[src/rtl/mem_arbiter_if.sv]
`default_nettype none
// ============================================================================
// mem_arbiter_if : datapath request/response and RAM strobe bundle
// Revision 1.0
// ============================================================================
interface mem_arbiter_if #(
   parameter int ADDR_W = 32
);
   logic              imemREN;
   logic [ADDR_W-1:0] imemaddr;
   logic [31:0]       imemload;
   logic              ihit;
   logic              dmemREN;
   logic              dmemWEN;
   logic [ADDR_W-1:0] dmemaddr;
   logic [31:0]       dmemstore;
   logic [31:0]       dmemload;
   logic              dhit;
   logic              halt;
   logic              halted;
   logic              ramREN;
   logic              ramWEN;
   logic [ADDR_W-1:0] ramaddr;
   logic [31:0]       ramstore;
   logic [31:0]       ramload;
   logic              ram_ready;

   // Arbiter view: takes requests and RAM responses, drives hits and strobes.
   modport slave (
      input  imemREN, imemaddr, dmemREN, dmemWEN, dmemaddr, dmemstore, halt,
             ramload, ram_ready,
      output imemload, ihit, dmemload, dhit, halted,
             ramREN, ramWEN, ramaddr, ramstore
   );

   modport master (
      output imemREN, imemaddr, dmemREN, dmemWEN, dmemaddr, dmemstore, halt,
             ramload, ram_ready,
      input  imemload, ihit, dmemload, dhit, halted,
             ramREN, ramWEN, ramaddr, ramstore
   );
endinterface
`default_nettype wire

[src/rtl/mem_arbiter.sv]
`default_nettype none
// ============================================================================
// mem_arbiter : single-port RAM arbiter, data priority with fetch anti-starvation
// Revision 1.0
// ============================================================================
module mem_arbiter #(
   parameter int MAX_DSTREAK = 4,
   parameter int ADDR_W      = 32
) (
   input logic          CLK,
   input logic          RST,
   mem_arbiter_if.slave bus
);

   typedef enum logic [1:0] {
      S_IDLE   = 2'd0,
      S_IACC   = 2'd1,
      S_DACC   = 2'd2,
      S_HALTED = 2'd3
   } state_t;

   localparam logic [3:0] c_max_dstreak = 4'(MAX_DSTREAK);

   state_t            r_state;
   state_t            w_state_nxt;
   logic              w_dreq;
   logic              w_grant_i;
   logic              w_grant_d;
   logic              w_done;
   logic [ADDR_W-1:0] r_addr;
   logic [31:0]       r_store;
   logic              r_wr;
   logic [3:0]        r_dstreak;
   logic [31:0]       r_imemload;
   logic [31:0]       r_dmemload;
   logic              r_ihit;
   logic              r_dhit;

   assign w_dreq = bus.dmemREN | bus.dmemWEN;

   always_ff @(posedge CLK) begin
      if (RST) begin
         r_state <= S_IDLE;
      end else begin
         r_state <= w_state_nxt;
      end
   end

   always_comb begin
      w_state_nxt = r_state;
      w_grant_i   = 1'b0;
      w_grant_d   = 1'b0;
      w_done      = 1'b0;
      case (r_state)
         S_IDLE: begin
            if (bus.halt) begin
               w_state_nxt = S_HALTED;
            end else if (w_dreq && bus.imemREN) begin
               // Data wins unless it has already starved the fetch for the full streak
               if (r_dstreak == c_max_dstreak) begin
                  w_grant_i   = 1'b1;
                  w_state_nxt = S_IACC;
               end else begin
                  w_grant_d   = 1'b1;
                  w_state_nxt = S_DACC;
               end
            end else if (bus.imemREN) begin
               w_grant_i   = 1'b1;
               w_state_nxt = S_IACC;
            end else if (w_dreq) begin
               w_grant_d   = 1'b1;
               w_state_nxt = S_DACC;
            end
         end
         S_IACC, S_DACC: begin
            if (bus.ram_ready) begin
               w_done      = 1'b1;
               w_state_nxt = S_IDLE;
            end
         end
         S_HALTED: begin
            w_state_nxt = S_HALTED;
         end
         default: begin
            w_state_nxt = S_IDLE;
         end
      endcase
   end

   always_ff @(posedge CLK) begin
      if (RST) begin
         r_addr     <= '0;
         r_store    <= '0;
         r_wr       <= 1'b0;
         r_dstreak  <= 4'd0;
         r_imemload <= '0;
         r_dmemload <= '0;
         r_ihit     <= 1'b0;
         r_dhit     <= 1'b0;
      end else begin
         r_ihit <= w_done && (r_state == S_IACC);
         r_dhit <= w_done && (r_state == S_DACC);
         if (w_grant_i) begin
            r_addr    <= bus.imemaddr;
            r_wr      <= 1'b0;
            r_dstreak <= 4'd0;
         end
         if (w_grant_d) begin
            r_addr  <= bus.dmemaddr;
            r_store <= bus.dmemstore;
            r_wr    <= bus.dmemWEN;
         end
         if (w_done && (r_state == S_IACC)) begin
            r_imemload <= bus.ramload;
         end
         // Streak only grows while a fetch is actually being held off
         if (w_done && (r_state == S_DACC)) begin
            if (!r_wr) begin
               r_dmemload <= bus.ramload;
            end
            if (bus.imemREN) begin
               if (r_dstreak != c_max_dstreak) begin
                  r_dstreak <= r_dstreak + 4'd1;
               end
            end else begin
               r_dstreak <= 4'd0;
            end
         end
      end
   end

   assign bus.ramREN   = (r_state == S_IACC) || ((r_state == S_DACC) && !r_wr);
   assign bus.ramWEN   = (r_state == S_DACC) && r_wr;
   assign bus.ramaddr  = ((r_state == S_IACC) || (r_state == S_DACC)) ? r_addr : '0;
   assign bus.ramstore = (r_state == S_DACC) ? r_store : '0;
   assign bus.imemload = r_imemload;
   assign bus.dmemload = r_dmemload;
   assign bus.ihit     = r_ihit;
   assign bus.dhit     = r_dhit;
   assign bus.halted   = (r_state == S_HALTED);

endmodule
`default_nettype wire
[src/flat_wrapper.sv]
// flat-port wrapper written by rule: the top's interface ports become plain ports
module mem_arbiter_flat 
#(
   parameter int MAX_DSTREAK = 4,
   parameter int ADDR_W      = 32
)
  (CLK, RST, bus_imemREN, bus_imemaddr, bus_dmemREN, bus_dmemWEN, bus_dmemaddr, bus_dmemstore, bus_halt, bus_ramload, bus_ram_ready, bus_imemload, bus_ihit, bus_dmemload, bus_dhit, bus_halted, bus_ramREN, bus_ramWEN, bus_ramaddr, bus_ramstore);
  mem_arbiter_if #(.ADDR_W(ADDR_W)) bus_i ();
  input logic CLK;
  input logic RST;
  input wire logic [$bits(bus_i.imemREN)-1:0] bus_imemREN;
  input wire logic [$bits(bus_i.imemaddr)-1:0] bus_imemaddr;
  input wire logic [$bits(bus_i.dmemREN)-1:0] bus_dmemREN;
  input wire logic [$bits(bus_i.dmemWEN)-1:0] bus_dmemWEN;
  input wire logic [$bits(bus_i.dmemaddr)-1:0] bus_dmemaddr;
  input wire logic [$bits(bus_i.dmemstore)-1:0] bus_dmemstore;
  input wire logic [$bits(bus_i.halt)-1:0] bus_halt;
  input wire logic [$bits(bus_i.ramload)-1:0] bus_ramload;
  input wire logic [$bits(bus_i.ram_ready)-1:0] bus_ram_ready;
  output wire logic [$bits(bus_i.imemload)-1:0] bus_imemload;
  output wire logic [$bits(bus_i.ihit)-1:0] bus_ihit;
  output wire logic [$bits(bus_i.dmemload)-1:0] bus_dmemload;
  output wire logic [$bits(bus_i.dhit)-1:0] bus_dhit;
  output wire logic [$bits(bus_i.halted)-1:0] bus_halted;
  output wire logic [$bits(bus_i.ramREN)-1:0] bus_ramREN;
  output wire logic [$bits(bus_i.ramWEN)-1:0] bus_ramWEN;
  output wire logic [$bits(bus_i.ramaddr)-1:0] bus_ramaddr;
  output wire logic [$bits(bus_i.ramstore)-1:0] bus_ramstore;
  assign bus_i.imemREN = bus_imemREN;
  assign bus_i.imemaddr = bus_imemaddr;
  assign bus_i.dmemREN = bus_dmemREN;
  assign bus_i.dmemWEN = bus_dmemWEN;
  assign bus_i.dmemaddr = bus_dmemaddr;
  assign bus_i.dmemstore = bus_dmemstore;
  assign bus_i.halt = bus_halt;
  assign bus_i.ramload = bus_ramload;
  assign bus_i.ram_ready = bus_ram_ready;
  assign bus_imemload = bus_i.imemload;
  assign bus_ihit = bus_i.ihit;
  assign bus_dmemload = bus_i.dmemload;
  assign bus_dhit = bus_i.dhit;
  assign bus_halted = bus_i.halted;
  assign bus_ramREN = bus_i.ramREN;
  assign bus_ramWEN = bus_i.ramWEN;
  assign bus_ramaddr = bus_i.ramaddr;
  assign bus_ramstore = bus_i.ramstore;
  mem_arbiter #(.MAX_DSTREAK(MAX_DSTREAK), .ADDR_W(ADDR_W)) u_core (.CLK(CLK), .RST(RST), .bus(bus_i));
endmodule
[config.mk]
export PLATFORM = sky130hd
export DESIGN_NAME = mem_arbiter_flat
export DESIGN_NICKNAME = d
export VERILOG_FILES = /design/src/rtl/mem_arbiter_if.sv /design/src/rtl/mem_arbiter.sv /design/src/flat_wrapper.sv
export SDC_FILE = /design/constraint.sdc
export NUM_CORES = 1
export LEC_CHECK = 0
export ABC_AREA = 0
export CAP_MARGIN = 20
export CORE_UTILIZATION = 37
export CTS_CLUSTER_SIZE = 40
export DETAILED_ROUTE_END_ITERATION = 16
export PLACE_DENSITY = 0.76
export RECOVER_POWER = 100
export SLEW_MARGIN = 15
export SYNTH_ARGS = -nofsm -noshare
export SYNTH_HDL_FRONTEND = slang
export SYNTH_SLANG_ARGS = --single-unit
[constraint.sdc]
create_clock -name CLK -period 1.7 [get_ports CLK]
set_input_delay 0.255 -clock CLK [delete_from_list [all_inputs] [get_ports CLK]]
set_output_delay 0.255 -clock CLK [all_outputs]
set_load 0.01 [all_outputs]
==> PnR_summary.wiki <==
{| class="wikitable"
! Metric !! Value
|-
| Status || finished with violations
|-
| Failing checks || negative setup slack
|-
| Largest incremental delay on the critical path || 330 ps
|-
| I/O pin count || 268
|-
| Leakage Power || 4.37 nW
|-
| Overall die area || 16100 µm²
|-
| Pre-CTS setup slack || -222 ps
|-
| Highest-count cells in the layout ignoring fill and taps || sky130_fd_sc_hd__clkdlybuf4s50_1 (199), sky130_fd_sc_hd__nand2_1 (136), sky130_fd_sc_hd__dfxtp_1 (133), sky130_fd_sc_hd__a21oi_2 (57), sky130_fd_sc_hd__nor2_1 (52)
|-
| Area taken by multi-input logic gates || 3890 µm²
|-
| Worst clock skew || 7.53 ps
|-
| Die height || 127 µm
|-
| Pin count of the biggest net entering global routing || 45
|-
| Area leader, netlist || sky130_fd_sc_hd__dfxtp_1
|-
| Post-Synthesis Net Count || 880
|-
| Wire length per cell || 18.4 µm
|-
| Number of gates on the worst path with buffers counted || 10
|-
| Hpwl dp || 12.4 mm
|-
| Crit path capture type || flip-flop
|-
| Clock latency on the worst-skew pair || 420 ps
|-
| Crit Path Class || reg -> reg
|-
| Area used by sequential logic in the layout || 2750 µm²
|-
| Req. time, crit path || 2040 ps
|-
| DR iter-0 viols || 281
|-
| Core area || 15200 µm²
|-
| Hold Slack || 338 ps
|-
| Number of placement rows || 45
|-
| Pins over their slew limit || 0
|-
| Starting utilization of the core area || 0.380
|-
| Actual slew at the worst max-slew pin || 566 ps
|-
| CTS Buffer Depth || 2
|-
| Area fraction of the dominant cell type after synthesis || 0.475
|-
| Synth top area cells || sky130_fd_sc_hd__dfxtp_1 (47%), sky130_fd_sc_hd__nand2_1 (13%), sky130_fd_sc_hd__a21oi_1 (8.5%)
|-
| RSZ-0062 raised after global routing || yes
|-
| Antenna violations before repair || 0
|-
| Post-synthesis to final-layout area growth || 94.0%
|-
| Number of buffers created by CTS || 17
|-
| Number of nets with antenna violations after detailed routing || 0
|-
| Worst-case reg-to-reg path depth || 10
|-
| Arrival @ worst endpoint || 2220 ps
|-
| Max IR drop VDD || 0.000748 V
|-
| Main synth FF type || sky130_fd_sc_hd__dfxtp_1
|-
| Count of different cell masters after synthesis || 34
|-
| Clock transition time at the flip-flop clock pins of the worst setup and hold paths || 60 ps
|-
| Overflow left after global routing || 0
|-
| Routed wire length || 23.0 mm
|-
| Root buffer cell || sky130_fd_sc_hd__clkbuf_16
|-
| Areal power density over the cells || 1280 nW/µm²
|-
| Sequential fraction of the synthesis area || 0.475
|-
| Core occupancy in the finished layout || 0.737
|-
| Critical Path Start Type || flip-flop
|-
| Worst hold path type || in -> reg
|-
| WHS Path Cells || 2
|-
| Global-route usage over all layers || 0.241
|-
| Final setup slack of the worst path || -180 ps
|-
| Number of instances in the synthesized netlist || 738
|-
| Cell-by-cell trace of the critical path || inv_2 -> ha_4 -> and3b_2 -> a211oi_4 -> buf_4 -> buf_6 -> buf_8 -> clkbuf_16 -> nand2_4 -> a21oi_2
|-
| Share of async-settable or async-resettable flops after synthesis || 0
|-
| Final Hold Vio Count || 0
|-
| Number of H-tree levels || 4
|-
| Final weighted congestion of routability-driven global placement || 0.822
|-
| Num Clock Sinks || 137
|-
| Post-Syn Area per Cell || 7.83 µm²
|-
| Final net count || 1190
|-
| Max stage delay cell, worst path || sky130_fd_sc_hd__dfxtp_2
|-
| Number of global-route vias before repair || 5927
|-
| CTS tree || yes
|-
| Floorplan die width || 127 µm
|-
| Share of final-layout standard cells stronger than drive strength 1 || 0.386
|-
| Diode insertion count for antenna repair || 0
|-
| Total number of yosys warnings || 0
|-
| Post-synthesis sequential element count || 137
|-
| Via density || 5.23
|-
| Count of input and output buffers || 267
|-
| Top fanout value on the critical path || 7
|-
| Worst relative slew slack || 0.622
|-
| Period utilisation layout || 1.11
|-
| Most common cell after layout, fill and taps aside || sky130_fd_sc_hd__clkdlybuf4s50_1
|-
| Highest attainable clock frequency || 532 MHz
|-
| Count of maximum capacitance violations || 0
|-
| Total negative setup slack || -12680 ps
|-
| Residual DRC || 0
|-
| Buffers and inverters on the worst path || 5
|-
| Fillcell total || 1029
|-
| Final critical path time including I/O delays and setup || 1880 ps
|-
| Vias after detailed routing || 6535
|-
| Post-CTS Hold Fix Bufs || 0
|-
| Count of final setup violators || 137
|-
| Post-synthesis cell area || 5780 µm²
|-
| Kind of cell with the highest combined delay on the critical path || buffers and inverters
|-
| First-pass GRT wire length || 30.3 mm
|-
| Number of enable flip-flop cells after synthesis || 0
|-
| Number of iterations in the first detailed-routing pass || 4
|}
-- state kept, by name (all words and copies together), names as in the netlist --
signal               cells
u_core.bus.dhit          1
u_core.bus.dmemload     32
u_core.bus.ihit          1
u_core.bus.imemload     32
u_core.r_addr           32
u_core.r_dstreak         4
u_core.r_state           2
u_core.r_store          32
u_core.r_wr              1
-- final timing paths --
path	start	end	slack [ps]
min reg2reg	u_core.bus.imemload[12]	u_core.bus.imemload[12]	450
max reg2reg	u_core.r_dstreak[0]	u_core.r_store[27]	-180
max	u_core.r_dstreak[0]	u_core.r_store[27]	-180
min	RST	u_core.bus.dmemload[30]	340
-- power by group --
part	leakage, nW	internal (mW)	switching [mW]
sequential	1.12	3.73	0.306
clock	0.273	2.17	1.48
combinational	2.98	3.42	3.30
-- Yosys cell counts (2+ instances only) --
cell,n
sky130_fd_sc_hd__nand2_1,195
sky130_fd_sc_hd__nand3_1,2
sky130_fd_sc_hd__inv_1,6
sky130_fd_sc_hd__a21oi_1,98
sky130_fd_sc_hd__a211oi_1,2
sky130_fd_sc_hd__buf_6,4
sky130_fd_sc_hd__nor2_1,75
sky130_fd_sc_hd__ha_1,7
sky130_fd_sc_hd__clkbuf_1,46
sky130_fd_sc_hd__o21ai_0,2
sky130_fd_sc_hd__and2_1,66
sky130_fd_sc_hd__o21a_1,2
sky130_fd_sc_hd__buf_2,8
sky130_fd_sc_hd__a22o_1,2
sky130_fd_sc_hd__dfxtp_1,137
sky130_fd_sc_hd__nor4_1,47
sky130_fd_sc_hd__a32o_1,2
sky130_fd_sc_hd__nor2b_1,3
sky130_fd_sc_hd__nor4_2,17
sky130_fd_sc_hd__nand2b_1,2
sky130_fd_sc_hd__nand3b_1,2
-- worst register-to-register path, delay by kind of cell (launching register included) --
family	cells	cell delay, ps
buffers and inverters	5	630
AOI/OAI and AO/OA	2	410
DFF	1	330
and+or+nand+nor	2	280
adders and majority gates	1	140
-- final cells by class --
cell class                 instances  share of cell area
clock buffer                      18              0.0383
clock inverter                    14              0.0133
inverter                           6             0.00223
multi-input combinational        537               0.347
sequential                       137               0.245
tap                              188              0.0210
timing repair buffer             349               0.333
-- what timing repair did --
item	4_1_cts	5_1_grt
gates resized for setup	341	258
gates cloned	9	15
pin swaps	38	112
buffers inserted	4	12
endpoints found under the setup margin	139	164
-- layer usage --
metal,vias up,global-route usage,part of all wire
li1,3083,-,-
met4,0,0.118,0.039
met2,251,0.414,0.51
met1,3132,0.280,0.39
met5,-,0,0
met3,69,0.0611,0.065
-- cells by family after synthesis --
logic type      Yosys count  share of synthesized area
buf+inv                  65                     0.0498
fa+ha+maj                 7                     0.0152
xor+xnor                  1                    0.00152
flops                   137                      0.475
simple gates            414                      0.351
compound gates          114                      0.108
-- stage by stage --
| stage | total power, mW | area (µm²) | cells |
|---|---|---|---|
| after floorplan | 6.23 | 5850 | 738 |
| after global placement | 8.33 | 8960 | 1179 |
| after detailed placement | 8.39 | 8960 | 1179 |
| after CTS | 12.8 | 9760 | 1224 |
| after global routing | 15.0 | 11200 | 1249 |
| final | 14.4 | 11200 | 1249 |
Note: power is estimated with default switching activity, not from simulation.
